===== config.mk =====
export PLATFORM = sky130hd
export DESIGN_NAME = mapper_register_file
export DESIGN_NICKNAME = d
export VERILOG_FILES = /design/src/rtl/mapper_pkg.sv /design/src/rtl/isr_fifo.sv /design/src/rtl/mapper_register_file.sv
export SDC_FILE = /design/constraint.sdc
export NUM_CORES = 1
export LEC_CHECK = 0
export CAP_MARGIN = 20
export CELL_PAD_IN_SITES_DETAIL_PLACEMENT = 1
export CELL_PAD_IN_SITES_GLOBAL_PLACEMENT = 2
export CORE_MARGIN = 2
export CORE_UTILIZATION = 36
export DETAILED_ROUTE_END_ITERATION = 7
export PLACE_DENSITY = 0.88
export SLEW_MARGIN = 40
export SYNTH_ARGS = -nofsm -noshare
export SYNTH_HDL_FRONTEND = slang
export SYNTH_SLANG_ARGS = --single-unit

===== constraint.sdc =====
create_clock -name clk -period 2.5 [get_ports clk]
set_input_delay 0.5 -clock clk [delete_from_list [all_inputs] [get_ports clk]]
set_output_delay 0.5 -clock clk [all_outputs]
set_load 0.005 [all_outputs]

===== src/rtl/mapper_pkg.sv =====
`default_nettype none
// ============================================================================
//  Module   : mapper_pkg
//  Purpose  : Shared port-offset helpers, status-byte layout and a status
//             packing function for the mapper register file.
//  Revision : 1.0 - initial release
// ============================================================================
package mapper_pkg;

  // Status byte layout: {overflow, full, empty, count[4:0]}
  localparam int ST_OVF     = 7;
  localparam int ST_FULL    = 6;
  localparam int ST_EMPTY   = 5;
  localparam int ST_CNT_LSB = 0;
  localparam int ST_CNT_W   = 5;

  // The ISR data port sits directly after the last control register and
  // the status port directly after that, so both offsets follow NUM_REGS.
  function automatic int isr_data_offset(input int num_regs);
    return num_regs;
  endfunction

  function automatic int status_offset(input int num_regs);
    return num_regs + 1;
  endfunction

  function automatic logic [7:0] pack_status(input logic ovf,
                                             input logic full,
                                             input logic empty,
                                             input logic [ST_CNT_W-1:0] cnt);
    logic [7:0] s;
    s                          = 8'h00;
    s[ST_OVF]                  = ovf;
    s[ST_FULL]                 = full;
    s[ST_EMPTY]                = empty;
    s[ST_CNT_LSB +: ST_CNT_W]  = cnt;
    return s;
  endfunction

endpackage
`default_nettype wire


===== src/rtl/isr_fifo.sv =====
`default_nettype none
// ============================================================================
//  Module   : isr_fifo
//  Purpose  : Byte FIFO holding recorded opcode history. Supports push and
//             pop in the same clock even when full, and keeps a sticky
//             overflow flag that is set when a push has to be dropped.
//  Revision : 1.0 - initial release
// ============================================================================
module isr_fifo #(
  parameter int DEPTH = 4
) (
  input  logic       clk,
  input  logic       reset,
  input  logic       push,
  input  logic       pop,
  input  logic       clr_ovf,
  input  logic [7:0] din,
  output logic [7:0] head,
  output logic [4:0] count,
  output logic       full,
  output logic       empty,
  output logic       overflow
);

  localparam int PW = $clog2(DEPTH);
  localparam int CW = $clog2(DEPTH + 1);

  logic [7:0]    r_mem [DEPTH];
  logic [PW-1:0] r_rd_ptr;
  logic [PW-1:0] r_wr_ptr;
  logic [CW-1:0] r_count;
  logic          r_ovf;

  logic w_do_pop;
  logic w_do_push;
  logic w_drop;

  assign full  = (r_count == CW'(DEPTH));
  assign empty = (r_count == '0);

  // A pop frees a slot in the same clock, so a full FIFO still accepts a push
  assign w_do_pop  = pop & ~empty;
  assign w_do_push = push & (~full | w_do_pop);
  assign w_drop    = push & full & ~w_do_pop;

  // Storage needs no reset: entries are only visible through the pointers
  always_ff @(posedge clk) begin
    if (w_do_push) begin
      r_mem[r_wr_ptr] <= din;
    end
  end

  // Pointer, occupancy and overflow bookkeeping; a dropped push beats a clear
  always_ff @(posedge clk) begin
    if (reset) begin
      r_rd_ptr <= '0;
      r_wr_ptr <= '0;
      r_count  <= '0;
      r_ovf    <= 1'b0;
    end else begin
      if (w_do_push) begin
        r_wr_ptr <= r_wr_ptr + PW'(1);
      end
      if (w_do_pop) begin
        r_rd_ptr <= r_rd_ptr + PW'(1);
      end
      r_count <= r_count + CW'(w_do_push) - CW'(w_do_pop);
      if (w_drop) begin
        r_ovf <= 1'b1;
      end else if (clr_ovf) begin
        r_ovf <= 1'b0;
      end
    end
  end

  assign head     = empty ? 8'h00 : r_mem[r_rd_ptr];
  assign count    = 5'(r_count);
  assign overflow = r_ovf;

endmodule
`default_nettype wire


===== src/rtl/mapper_register_file.sv =====
`default_nettype none
// ============================================================================
//  Module   : mapper_register_file
//  Purpose  : Clocked MegaMapper control/ISR register block. Synchronises
//             the Z80 bus strobes, decodes NUM_REGS control registers plus an
//             ISR data port and a status port, and records M1 opcode bytes
//             into a history FIFO.
//  Revision : 1.0 - initial release
// ============================================================================
module mapper_register_file
  import mapper_pkg::*;
#(
  parameter int                NUM_REGS    = 4,
  parameter int                ADDR_W      = 8,
  parameter logic [ADDR_W-1:0] ADDR_BASE   = 8'h30,
  parameter int                ISR_DEPTH   = 4,
  parameter int                SYNC_STAGES = 2,
  parameter logic [7:0]        RESET_VALUE = 8'h00
) (
  input  logic                  clk,
  input  logic                  reset,
  input  logic [ADDR_W-1:0]     addr,
  input  logic [7:0]            data_in,
  output logic [7:0]            data_out,
  output logic                  data_oe,
  input  logic                  wr_n,
  input  logic                  rd_n,
  input  logic                  iorq_n,
  input  logic                  m1_n,
  input  logic                  record_isr,
  output logic [NUM_REGS*8-1:0] ctrl_q,
  output logic                  isr_pending
);

  localparam logic [ADDR_W-1:0] C_OFS_ISR    = ADDR_W'(isr_data_offset(NUM_REGS));
  localparam logic [ADDR_W-1:0] C_OFS_STATUS = ADDR_W'(status_offset(NUM_REGS));

  // ---------------------------------------------------------------- strobes
  logic [SYNC_STAGES-1:0] r_wr_sync, r_rd_sync, r_iorq_sync, r_m1_sync;
  logic                   r_wr_prev, r_rd_prev, r_m1_prev;
  logic                   w_wr_s, w_rd_s, w_iorq_s, w_m1_s;
  logic                   w_wr_rise, w_rd_rise, w_m1_rise;

  // Synchroniser chains and edge-detect flops, all idling high
  always_ff @(posedge clk) begin
    if (reset) begin
      r_wr_sync   <= '1;
      r_rd_sync   <= '1;
      r_iorq_sync <= '1;
      r_m1_sync   <= '1;
      r_wr_prev   <= 1'b1;
      r_rd_prev   <= 1'b1;
      r_m1_prev   <= 1'b1;
    end else begin
      r_wr_sync   <= {r_wr_sync[SYNC_STAGES-2:0], wr_n};
      r_rd_sync   <= {r_rd_sync[SYNC_STAGES-2:0], rd_n};
      r_iorq_sync <= {r_iorq_sync[SYNC_STAGES-2:0], iorq_n};
      r_m1_sync   <= {r_m1_sync[SYNC_STAGES-2:0], m1_n};
      r_wr_prev   <= w_wr_s;
      r_rd_prev   <= w_rd_s;
      r_m1_prev   <= w_m1_s;
    end
  end

  assign w_wr_s    = r_wr_sync[SYNC_STAGES-1];
  assign w_rd_s    = r_rd_sync[SYNC_STAGES-1];
  assign w_iorq_s  = r_iorq_sync[SYNC_STAGES-1];
  assign w_m1_s    = r_m1_sync[SYNC_STAGES-1];
  assign w_wr_rise = w_wr_s & ~r_wr_prev;
  assign w_rd_rise = w_rd_s & ~r_rd_prev;
  assign w_m1_rise = w_m1_s & ~r_m1_prev;

  // ---------------------------------------------------------------- capture
  logic [ADDR_W-1:0] r_wr_addr;
  logic [7:0]        r_wr_data;
  logic              r_wr_armed;
  logic [7:0]        r_m1_data;
  logic              r_m1_rec;
  logic              r_wr_ev, r_rd_ev, r_m1_ev;

  // Holding registers track the bus while strobes are low; the last sample
  // before the trailing edge is what gets committed. Trailing edges are
  // registered so the action lands one clock after the edge is seen.
  always_ff @(posedge clk) begin
    if (reset) begin
      r_wr_addr  <= '0;
      r_wr_data  <= 8'h00;
      r_wr_armed <= 1'b0;
      r_m1_data  <= 8'h00;
      r_m1_rec   <= 1'b0;
      r_wr_ev    <= 1'b0;
      r_rd_ev    <= 1'b0;
      r_m1_ev    <= 1'b0;
    end else begin
      if (!w_wr_s && !w_iorq_s) begin
        r_wr_addr  <= addr;
        r_wr_data  <= data_in;
        r_wr_armed <= 1'b1;
      end else if (w_wr_rise) begin
        r_wr_armed <= 1'b0;
      end
      if (!w_m1_s) begin
        r_m1_data <= data_in;
        r_m1_rec  <= record_isr;
      end
      r_wr_ev <= w_wr_rise & r_wr_armed;
      r_rd_ev <= w_rd_rise;
      r_m1_ev <= w_m1_rise & r_m1_rec;
    end
  end

  // ---------------------------------------------------------------- writes
  logic [ADDR_W-1:0]     w_wr_ofs;
  logic                  w_wr_hit;
  logic                  w_clr_ovf;
  logic [NUM_REGS*8-1:0] r_ctrl;

  assign w_wr_ofs  = r_wr_addr - ADDR_BASE;
  assign w_wr_hit  = r_wr_ev && (r_wr_addr >= ADDR_BASE);
  assign w_clr_ovf = w_wr_hit && (w_wr_ofs == C_OFS_STATUS) && r_wr_data[ST_OVF];

  // Control register commit on a decoded IO write
  always_ff @(posedge clk) begin
    if (reset) begin
      r_ctrl <= {NUM_REGS{RESET_VALUE}};
    end else if (w_wr_hit) begin
      for (int i = 0; i < NUM_REGS; i++) begin
        if (w_wr_ofs == ADDR_W'(i)) begin
          r_ctrl[8*i +: 8] <= r_wr_data;
        end
      end
    end
  end

  assign ctrl_q = r_ctrl;

  // ---------------------------------------------------------------- FIFO
  logic [7:0] w_head;
  logic [4:0] w_count;
  logic       w_full, w_empty, w_ovf;
  logic       r_rd_isr;
  logic       w_pop;

  assign w_pop = r_rd_ev & r_rd_isr;

  isr_fifo #(
    .DEPTH (ISR_DEPTH)
  ) u_isr_fifo (
    .clk      (clk),
    .reset    (reset),
    .push     (r_m1_ev),
    .pop      (w_pop),
    .clr_ovf  (w_clr_ovf),
    .din      (r_m1_data),
    .head     (w_head),
    .count    (w_count),
    .full     (w_full),
    .empty    (w_empty),
    .overflow (w_ovf)
  );

  // ---------------------------------------------------------------- reads
  logic [ADDR_W-1:0] w_rd_ofs;
  logic              w_rd_active;
  logic [7:0]        w_rd_data;
  logic [7:0]        r_dout;
  logic              r_oe;
  logic              r_pending;

  assign w_rd_ofs    = addr - ADDR_BASE;
  assign w_rd_active = !w_rd_s && !w_iorq_s &&
                       (addr >= ADDR_BASE) && (w_rd_ofs <= C_OFS_STATUS);

  // Readback multiplexer across registers, ISR head and status
  always_comb begin
    w_rd_data = 8'h00;
    for (int i = 0; i < NUM_REGS; i++) begin
      if (w_rd_ofs == ADDR_W'(i)) begin
        w_rd_data = r_ctrl[8*i +: 8];
      end
    end
    if (w_rd_ofs == C_OFS_ISR) begin
      w_rd_data = w_head;
    end else if (w_rd_ofs == C_OFS_STATUS) begin
      w_rd_data = pack_status(w_ovf, w_full, w_empty, w_count);
    end
  end

  // Registered bus drive; an ISR-port read arms a pop for the RD trailing edge
  always_ff @(posedge clk) begin
    if (reset) begin
      r_oe      <= 1'b0;
      r_dout    <= 8'h00;
      r_rd_isr  <= 1'b0;
      r_pending <= 1'b0;
    end else begin
      r_oe <= w_rd_active;
      if (w_rd_active) begin
        r_dout <= w_rd_data;
      end
      if (r_rd_ev) begin
        r_rd_isr <= 1'b0;
      end else if (w_rd_active && (w_rd_ofs == C_OFS_ISR)) begin
        r_rd_isr <= 1'b1;
      end
      r_pending <= (w_count != 5'd0);
    end
  end

  assign data_out    = r_dout;
  assign data_oe     = r_oe;
  assign isr_pending = r_pending;

endmodule
`default_nettype wire


# Word level (Yosys, flattened, before mapping)

Memories as Yosys holds them, arrays and structs flattened. A register that Yosys moved wholly into a read port is not among the register bits.
Index checks and enable logic that the tools add are counted.

Input bits: 23
Word-level logic and storage cells: 101
Memories: 1
Register bits: 91
Output and inout bits: 42
Bits in writable memories: 32

Order comparisons: 3
Multiplexer cells: 15
Reduce and logical (&&, ||, !) cells: 22
Equal/unequal tests: 10
Bitwise logic cells: 17
Add/subtract/negate cells: 6

Memory list:

| memory           | depth | bits a word | read ports | clocked after Yosys merged registers in | wr ports | RTL line       | text |
|---|---|---|---|---|---|---|---|
| u_isr_fifo.r_mem | 4     | 8           | 1          | 1                                       | 1        | isr_fifo.sv:28 | `logic [7:0] r_mem [DEPTH];` |

Operators by type and width:

| kind                                                           | number |
|---|---|
| two-way mux 8 bit                                              | 7 |
| equality test 8 x 2 -> 1 bit, second input constant            | 4 |
| equality test 8 x 3 -> 1 bit, second input constant            | 3 |
| equality test 8 x 1 -> 1 bit, second input constant            | 2 |
| >= comparator 8 x 6 -> 1 bit, second input constant            | 2 |
| zero test 8 bit                                                | 2 |
| subtractor 8 x 6 -> 8 bit, second input constant               | 2 |
| bitwise AND 1 bit                                              | 10 |
| less-or-equal comparator 8 x 3 -> 1 bit, second input constant | 1 |
| logical AND 1 bit                                              | 8 |
| AND reduction 2 bit                                            | 4 |
| two-way mux 1 bit                                              | 6 |
| inverter 1 bit                                                 | 6 |
| nonzero test 5 bit                                             | 1 |
| adder 2 x 1 -> 2 bit, second input constant                    | 2 |
| two-way mux 2 bit                                              | 2 |
| nonzero test 2 bit                                             | 2 |
| adder 3 x 1 -> 3 bit                                           | 1 |
| equality test 3 bit, second input constant                     | 1 |
| zero test 1 bit                                                | 3 |
| zero test 3 bit                                                | 1 |
| subtractor 3 x 1 -> 3 bit                                      | 1 |
| OR reduction 2 bit                                             | 1 |
| OR 1 bit                                                       | 1 |

# Longest topological paths before layout

Word-level depth: 8
Depth in mapped cells: 9
Gate-level depth less buffers: 8

# Cells and area by module

From an unflattened synthesis, not the netlist that was laid out.

Cells, all modules: 454
Area total of the unflattened synthesis: 5037.3 µm²

Modules (own cells, without submodules):

| module               | instances | area an instance (µm²) | cells an instance |
|---|---|---|---|
| mapper_register_file | 1         | 3281.9                 | 348 |
| isr_fifo             | 1         | 1755.4                 | 106 |

# Worst setup path before layout

OpenSTA, ideal clock, no wires.

Path type: register to register
Start: reg u_isr_fifo.r_count[2]
End: reg u_isr_fifo.r_count[2]
Path slack: 0.372 ns
Data arrival time: 2.001 ns
Stages on the path, launching flop included: 10
Clock period less this slack: 2.128 ns
Path buffers: 1
Setup time: 0.128 ns
Data required time: 2.372 ns
Cell sequence: dfxtp_1 > clkbuf_1 > nor3_1 > nor2_1 > ha_1 > inv_1 > ha_1 > fa_1 > xnor2_1 > nor2_1

Cells in the longest elaborated chain, start to end: 7
Elaborated cells between the ends (all ways): 9
Those cells by class: 2 x add/sub; 1 x eq/ne; 5 x bitwise; 1 x reduce/logical

Ends and longest elaborated chain:

| item                        | RTL line       | text |
|---|---|---|
| start, declared             | isr_fifo.sv:31 | `logic [CW-1:0] r_count;` |
| start signal, assigned      | isr_fifo.sv:67 | `r_count <= r_count + CW'(w_do_push) - CW'(w_do_pop);` |
| zero test 3 bit             | isr_fifo.sv:39 | `assign empty = (r_count == '0);` |
| inverter 1 bit              | isr_fifo.sv:42 | `assign w_do_pop = pop & ~empty;` |
| bitwise AND 1 bit           | isr_fifo.sv:42 |  |
| OR 1 bit                    | isr_fifo.sv:43 | `assign w_do_push = push & (~full \| w_do_pop);` |
| bitwise AND 1 bit           | isr_fifo.sv:43 |  |
| adder 3 x 1 -> 3 bit        | isr_fifo.sv:67 |  |
| subtractor 3 x 1 -> 3 bit * | isr_fifo.sv:67 |  |

Mark *: on every way between the ends. The rest lies on a longest branch, timed or not.
A chain may end at the register's enable or synchronous reset.

# Worst setup path in the final report

Same ends and word-level chain as after synthesis.

==> impl_results.rst <==
.. list-table::
   :header-rows: 1

   * - Metric
     - Value
   * - Input/output buffers
     - 64
   * - Placement-stage cell area
     - 0.00585 sq mm
   * - Antenna fix cells
     - 0
   * - Final min period
     - 2.11 ns
   * - VDD IR max
     - 0.372 mV
   * - Cell Chain, Critical Path
     - nor3_1 > nor2_1 > ha_1 > inv_1 > ha_1 > fa_1 > xnor2_1 > nor2_1
   * - Adder-Cell Fraction of Synth Area
     - 1.91%
   * - Final worst path period share
     - 84.4%
   * - Outcome
     - finished, final reports clean
   * - Synth-to-layout area growth
     - 28.2%
   * - CTS Hold Buffers Added
     - 0
   * - Final-report hold violation count
     - 0
   * - Worst skew pair latency
     - 0.42 ns
   * - Worst Setup Start Kind
     - flip-flop
   * - TritonCTS clock tree
     - built
   * - Post-Synth Simple-Gate Area
     - 16.4%
   * - Slew at the pin with the worst max-slew slack
     - 0.768 ns
   * - Placer's final routability congestion estimate
     - 0.818
   * - Via count of the first global-routing pass
     - 3,957
   * - Sequential area share after synthesis
     - 56.8%
   * - Wire length of the first global-routing pass
     - 21,700 microns
   * - Post-detailed-placement half-perimeter wirelength
     - 9340 microns
   * - Top-level I/O count
     - 65
   * - Detailed-router iteration count before antenna repair
     - 4
   * - Share of layout cells above drive strength 1
     - 15.3%
   * - Leak Pwr
     - 0.00216 uW
   * - Total vias in the final route
     - 3,760
   * - Count of buffering cells on the critical path with inverters included
     - 1
   * - Number of placed cells counting well taps
     - 680
   * - Detailed router's first-iteration violation count
     - 244
   * - Chip Height
     - 121 microns
   * - Area contributors post-synth
     - sky130_fd_sc_hd__dfxtp_1 37%, sky130_fd_sc_hd__edfxtp_1 19%, sky130_fd_sc_hd__mux4_2 6.8%
   * - Synth Area per Inst
     - 11.0 sq um
   * - Area of the core
     - 0.0133 sq mm
   * - Top cells by count, synth
     - 93 x sky130_fd_sc_hd__dfxtp_1, 46 x sky130_fd_sc_hd__a21oi_1, 36 x sky130_fd_sc_hd__nor2_1
   * - Number of enable-type register cells in the synthesized netlist
     - 32
   * - Xor/xnor cell area share of the yosys netlist
     - 0.881%
   * - Maximum achievable frequency
     - 0.474 GHz
   * - Buffers inserted by post-CTS timing repair
     - 0
   * - Worst slew margin relative to its limit
     - 48.6%
   * - CTS Root Buffer Type
     - sky130_fd_sc_hd__clkbuf_16
   * - Category of the worst setup path capture point
     - flip-flop
   * - Power per cell area
     - 694 mW/mm^2
   * - Number of buffers inserted during clock tree synthesis
     - 17
   * - Chip width
     - 121 microns
   * - H-tree levels
     - 4
   * - Number of register bits inferred by synthesis
     - 125
   * - CP max-delay cell
     - sky130_fd_sc_hd__dfxtp_1
   * - Drt via density
     - 5.29
   * - Final setup viols
     - 0
   * - Setup skew after layout
     - 0.00796 ns
   * - Yosys top cell area share
     - 37.5%
   * - Final setup margin
     - 0.391 ns
   * - Detailed Route WL
     - 13,400 microns
   * - Dominant combinational cell family by area after synthesis
     - simple AND/OR/NAND/NOR gates
   * - Final std cells w/o fill
     - 711
   * - Finished Cell Area
     - 0.00637 sq mm
   * - Pin count of the biggest net entering global routing
     - 47
   * - Maximum Capacitance Violations
     - 0
   * - Count of cells resized by post-cts repair
     - 0
   * - Worst-path fanout max
     - 6
   * - Worst slack at placement
     - 0.150 ns
   * - Synth warn
     - 0
   * - Type of the tightest min-delay check
     - flip-flop to flip-flop
   * - Cell type contributing the most total cell area after synthesis
     - sky130_fd_sc_hd__dfxtp_1
   * - Initial Util
     - 37.2%
   * - Number of library cell types mapped by synthesis
     - 42
   * - Total Power
     - 4420 uW
   * - Setup TNS
     - 0 ns
   * - Largest delay contributor family on the critical path
     - adder cells
   * - Startpoint-to-endpoint class of the critical path
     - flip-flop to flip-flop
   * - Die Outline Area
     - 0.0148 sq mm
   * - Maximum number of buffers from clock root to sink
     - 2
   * - Global-route met2 utilization
     - 32.0%
   * - Routing layer with the top usage in global route
     - met2
   * - Antenna violations before repair
     - 0
   * - Netlist Area Pre-Place
     - 0.00497 sq mm
   * - Synthesized-area fraction occupied by ao, oa, aoi and oai cells
     - 10.6%
   * - Global Route met3 Usage
     - 4.89%
   * - Total nets after synthesis
     - 481
   * - Most instantiated library cell after synthesis
     - sky130_fd_sc_hd__dfxtp_1
   * - Total global routing track utilization
     - 19.7%
   * - Routed wire length per instance
     - 18.9 microns
   * - Share of async-settable or async-resettable flops after synthesis
     - 0%
   * - Arrival time at the worst endpoint
     - 2.42 ns
   * - Primary flip-flop cell chosen by synthesis mapping
     - sky130_fd_sc_hd__dfxtp_1
   * - Clock transition at the registers of the reported paths
     - 0.05 ns
   * - Remaining design rule violation count
     - 0
   * - Multiplexer share of the synthesized area
     - 10.4%
   * - Grt total ovfl
     - 0
   * - Final slew viol count
     - 0
   * - Number of core rows
     - 42
   * - Req. time, crit path
     - 2.81 ns
   * - Number of sinks handled by clock tree synthesis
     - 125
   * - Antenna violation net count after detailed routing
     - 0
   * - Delay of the slowest critical-path stage
     - 0.39 ns
   * - Cells after synthesis
     - 451
   * - RSZ-0062 raised after global routing
     - no
   * - Number of nets at the end of the flow
     - 553
   * - M1 GR Usage
     - 25.2%
-- worst paths after layout --
| kind | slack, ns | endpoint | start | depth (start not counted) |
|---|---|---|---|---|
| hold reg to reg | 0.39 | r_m1_ev | r_m1_prev | 1 |
| setup reg to reg | 0.39 | u_isr_fifo.r_count[2] | u_isr_fifo.r_count[2] | 8 |
| hold / removal | 0.39 | r_m1_ev | r_m1_prev | 1 |
| setup / recovery | 0.39 | u_isr_fifo.r_count[2] | u_isr_fifo.r_count[2] | 8 |
-- where the power goes --
part	leakage, uW	internal [uW]	switching [uW]	total (uW)
Combinational	0.000855	65.6	63.4	129
Clock	0.000258	1340	850	2190
Sequential	0.00105	2090	15.7	2100
Total	0.00216	3490	929	4420
-- layer usage --
metal / share of wire, % / vias to the layer above / wire, microns
met4: 1.7 / 0 / 223
met3: 4.2 / 14 / 563
met5: 0 / - / 0
met1: 44 / 1898 / 5890
met2: 50 / 88 / 6760
li1: - / 1760 / -
-- state kept, by name, summed over array words and instances, names as in the netlist, 3 cells and up, named ones only --
signal	cells
data_out	8
r_wr_addr	8
u_isr_fifo.r_mem	32
r_wr_data	8
r_m1_data	8
ctrl_q	32
u_isr_fifo.r_count	3
-- area by class of cell --
cell class,instances,area [sq um]
flip-flops and latches,125,2820
fillers,1445,6980
multi-input cells,289,2000
clock inverters,11,80.1
clock buffers,20,437
repair buffers,81,778
inverters,9,33.8
well taps,176,220
-- through the flow --
step                hold WS [ns]  util, %
finish                     0.390     47.7
global route               0.416     47.7
CTS                        0.393     47.7
detailed placement         0.385     43.8
global placement           0.381     43.8
floorplan                  0.373        -
-- worst reg2reg max path, cell delays in order (launching register included) --
cell and delay (ns):
sky130_fd_sc_hd__dfxtp_1 0.39, sky130_fd_sc_hd__nor3_1 0.34, sky130_fd_sc_hd__nor2_1 0.14, sky130_fd_sc_hd__ha_1 0.29, sky130_fd_sc_hd__inv_1 0.04, sky130_fd_sc_hd__ha_1 0.20
sky130_fd_sc_hd__fa_1 0.38, sky130_fd_sc_hd__xnor2_1 0.17, sky130_fd_sc_hd__nor2_1 0.05
-- kinds of logic after synthesis --
logic type                 after synthesis
AOI/OAI and AO/OA                       92
muxes                                   33
DFF                                    125
xor gates and xnor gates                 5
buffers and inverters                   37
adders and majority gates                7
and+or+nand+nor                        152
-- cell usage in the layout (no fill, tap or decap), types with 2 or more instances in the layout --
master and instances:
sky130_fd_sc_hd__or2_2 17, sky130_fd_sc_hd__a221oi_1 6, sky130_fd_sc_hd__clkdlybuf4s50_1 63, sky130_fd_sc_hd__mux4_2 15, sky130_fd_sc_hd__mux2i_1 18, sky130_fd_sc_hd__buf_4 17
sky130_fd_sc_hd__nand2b_1 6, sky130_fd_sc_hd__edfxtp_1 32, sky130_fd_sc_hd__nor3b_1 4, sky130_fd_sc_hd__a31oi_1 2, sky130_fd_sc_hd__nor3_1 5, sky130_fd_sc_hd__inv_1 9
sky130_fd_sc_hd__or3_1 2, sky130_fd_sc_hd__nor2b_1 5, sky130_fd_sc_hd__a21oi_1 46, sky130_fd_sc_hd__xnor2_1 5, sky130_fd_sc_hd__nand2_1 35, sky130_fd_sc_hd__dfxtp_1 93
sky130_fd_sc_hd__clkbuf_16 17, sky130_fd_sc_hd__nand3_1 25, sky130_fd_sc_hd__clkbuf_1 3, sky130_fd_sc_hd__and2_1 4, sky130_fd_sc_hd__clkinv_2 7, sky130_fd_sc_hd__a211o_1 2
sky130_fd_sc_hd__clkinv_1 2, sky130_fd_sc_hd__o21ai_0 25, sky130_fd_sc_hd__ha_1 6, sky130_fd_sc_hd__a211oi_1 9, sky130_fd_sc_hd__nand4_1 2, sky130_fd_sc_hd__nor4_4 2
sky130_fd_sc_hd__nor2_1 36
Power figures use the tool's default switching activity.
==> patch 1 (same settings) <==
The output `data_oe` loses its register stage (`r_oe` becomes a continuous assignment).
--- a/src/rtl/mapper_register_file.sv
+++ b/src/rtl/mapper_register_file.sv
@@ -191,3 +191,2 @@
     if (reset) begin
-      r_oe      <= 1'b0;
       r_dout    <= 8'h00;
@@ -196,3 +195,2 @@
     end else begin
-      r_oe <= w_rd_active;
       if (w_rd_active) begin
@@ -209,2 +207,4 @@
 
+  assign r_oe = w_rd_active;
+
   assign data_out    = r_dout;
Behaviour: not the same (a bounded check fails within 4 cycles, from zero or initial values and one cycle with reset high).
==> patch 1 against the unedited design <==
Cell area about the same. Hold slack gained 0.0011 ns. Sequential cell count fell by 1. Wire length is 6.9% lower. Synthesized area fell by 1.5%. Critical path depth fell by 3. Die area is 1.4% lower. Global-route usage shrank 1.2 points. Total power about the same. Setup slack got worse by 0.27 ns. Critical path type is now input pin to primary output.
==> patch 1: results (changes against the unedited design) <==
- Metal2 WL: 6.329 mm (-6.4%)
- Pre-CTS setup slack: -0.3338 ns (-0.4837 ns)
- Largest net degree at the start of global routing: 48 (+2.1%)
- Met2 Use GR: 30.97% (-1.0 points)
- Total combinational power: 0.000139 W (+8%)
- 1st-iter DRT viols: 178 (-27%)
- Layout cell share with drive strength beyond 1: 15.95% (+0.63 points)
- CP max FO: 2 (-4)
- Post-synth net total: 454 (-5.6%)
- First-pass GRT wire length: 19.84 mm (-8.4%)
- Via count: 3,455 (-8.1%)
- Mean Syn Cell Area: 11.55 sq um (+4.8%)
- # fillers: 1,434 (-0.76%)
- DP Area: 5818 sq um (-0.58%)
- Worst-case clock skew: 0.008580 ns (+0.0006235 ns)
- DR WL met3: 513 um (-8.9%)
- Lkg Pwr: 2.373 nW (+9.9%)
- Status: complete, no violations
- DRT Wirelength: 12.51 mm (-6.9%)
- Vias in the first global route: 3,702 (-6.4%)
- Dpl cells: 659 (-3.1%)
- Psw: 0.0008948 W (-3.7%)
- Post-Layout Cell Count: 690 (-3.0%)
- Hpwl dp: 8.520 mm (-8.8%)
- Most frequent cells after synthesis: dfxtp_1 (92), nor2_1 (60), mux2i_1 (44)
- CP startpoint: addr[4]
- Gpl congestion: 0.8296 (+1.4%)
- Router iterations before antenna repair: 5 (+1)
- Adder-Cell Fraction of Synth Area: 1.942% (+0.028 points)
- Multi-input gate area: 1971 sq um (-1.3%)
- Grt met3 use: 4.575% (-0.31 points)
- Combinational power share: 3.1% (+0.2 points)
- Worst slew pin tran: 0.6670 ns (-0.1005 ns)
patch 1: worst paths after layout:
path              slack [ns]                          endpoint  cells after the start
setup / recovery        0.12                           data_oe                      5
hold / removal          0.39                r_m1_ev$_SDFF_PP0_                      1
setup reg to reg        0.43  u_isr_fifo.r_count[2]$_SDFF_PP0_                      7
hold reg to reg         0.39                r_m1_ev$_SDFF_PP0_                      1
patch 1: timing repair:
item                       CTS  global route
setup endpoints to repair    1             0
resized for setup            5             0
setup buffers                1             0
patch 1: layout make-up:
cell class / instances / share of cell area [%]
inverters: 11 / 0.6478
well taps: 176 / 3.455
repair buffers: 84 / 12.74
multi-input cells: 265 / 30.92
flip-flops and latches: 124 / 43.97
clock buffers: 28 / 8.108
clock inverters: 2 / 0.1570
patch 1: worst max-delay path, stage by stage:
cell	delay [ns]
clkdlybuf4s50_1	0.49
nor4bb_4	0.34
nand3_2	0.19
inv_2	0.11
dlygate4sd2_1	0.24
==> patch 2 (same flow settings) <==
Without the edit above. `ADDR_W`: 8 -> 9.
--- a/src/rtl/mapper_register_file.sv
+++ b/src/rtl/mapper_register_file.sv
@@ -13,3 +13,3 @@
   parameter int                NUM_REGS    = 4,
-  parameter int                ADDR_W      = 8,
+  parameter int                ADDR_W      = 9,
   parameter logic [ADDR_W-1:0] ADDR_BASE   = 8'h30,
Interface: changed (resized addr); port bits go from 65 to 66. No check against the original RTL was run, so the function may have changed too.
==> patch 2 against the unedited design <==
Sequential cell count is 1 higher. Non-clock buffer count rose by 13. Register-to-register slack worse by 0.11 ns. Total power rose by 5.7%. Setup slack lost 0.31 ns. Cell area grew 5.7%. Combinational power rose by 38%. First-iteration DRC count is 18% lower. Synthesized area increased by 4.0%. Count of clock-buffer cells in the layout decreased by 3. Wire length rose by 7.0%. Clock power grew 8%. Critical path type is now input pin to register.
==> patch 2: results (changes against the unedited design) <==
- Status: complete, no violations
- Post-synth net total: 508 (+5.6%)
- Pre-CTS setup slack: -0.2519 ns (-0.4019 ns)
- Critical path data arrival time: 2.73 ns (+0.31 ns)
- Total track usage: 20.05% (+0.38 points)
- Worst-case clock skew: 0.007586 ns (-0.0003704 ns)
- Mean Syn Cell Area: 10.88 sq um (-1.3%)
- Hold crit path type: register to register
- Hpwl dp: 10.52 mm (+13%)
- Worst slew pin tran: 0.7108 ns (-0.05673 ns)
- VDD IR max: 0.4473 mV (+20%)
- FF-to-FF End: u_isr_fifo.r_count[2]$_SDFF_PP0_
- Layout area overhead: 30.32%
- Worst reg-to-reg path cell count: 10 (+2)
- Lkg Pwr: 2.478 nW (+15%)
- Nets: 594 (+7.4%)
- Worst hold slack: 0.3916 ns (+0.001974 ns)
- CP startpoint: addr[5]
- First-pass GRT wire length: 22.76 mm (+5.0%)
- Post-Layout Cell Count: 754 (+6.0%)
- DRT Wirelength: 14.38 mm (+7.0%)
- Origin of the critical flop-to-flop path: u_isr_fifo.r_count[1]$_SDFF_PP0_
- Register-to-Register Setup Slack: 0.28 ns (-0.11 ns)
- CP max FO: 8 (+2)
- Synth area leaders: dfxtp_1 (36%), edfxtp_1 (19%), mux2i_1 (7.8%)
- Port buffer count: 65 (+1.6%)
- DP Area: 6161 sq um (+5.3%)
- Sw Share: 21.96% (+0.91 points)
- Dpl cells: 722 (+6.2%)
- Yosys cell types: 54 (+29%)
- Vias in the first global route: 4,143 (+4.7%)
- Adder-Cell Fraction of Synth Area: 2.325% (+0.41 points)
- Register area share after synthesis: 55.03% (-1.8 points)
- Fin crit period: 2.420 ns (+0.3106 ns)
- Layout cell share with drive strength beyond 1: 16.38% (+1.0 points)
- Most frequent cells after synthesis: dfxtp_1 (94), nor2_1 (61), nand2_1 (48)
- Synth Area in Compound Gates: 11.09% (+0.54 points)
- Initial antenna violation count: 0 (unchanged)
- # fillers: 1,500 (+3.8%)
- 1st-iter DRT viols: 199 (-18%)
- Clock net power: 0.00237 W (+8%)
- Mux contribution to synthesized area: 12.11% (+1.7 points)
- Gpl congestion: 0.8085 (-1.2%)
- Clock power frac: 50.8% (+1.3 points)
-- patch 2: final cells by class --
cell class / instances / area share, %
Inverter: 8 / 0.4460
Timing Repair Buffer: 94 / 13.01
Tap cell: 180 / 3.345
Sequential cell: 126 / 42.22
Clock buffer: 17 / 6.319
Multi-Input combinational cell: 314 / 32.48
Clock inverter: 15 / 2.174
-- patch 2: worst max-delay path: stages --
cell and delay (ns):
clkdlybuf4s50_1 0.48, ha_1 0.25, o31a_1 0.27, or3_4 0.35, a2111oi_4 0.29, buf_4 0.21, nand2_1 0.07, a311oi_1 0.30
-- patch 2: metal layers --
metal	GRT usage (%)	up-vias	part of all wire [%]
met4	7.741	0	1.4
met1	24.52	1978	44
met2	34.99	83	51
met3	3.663	16	3.5
li1	-	1870	-
met5	0	-	0
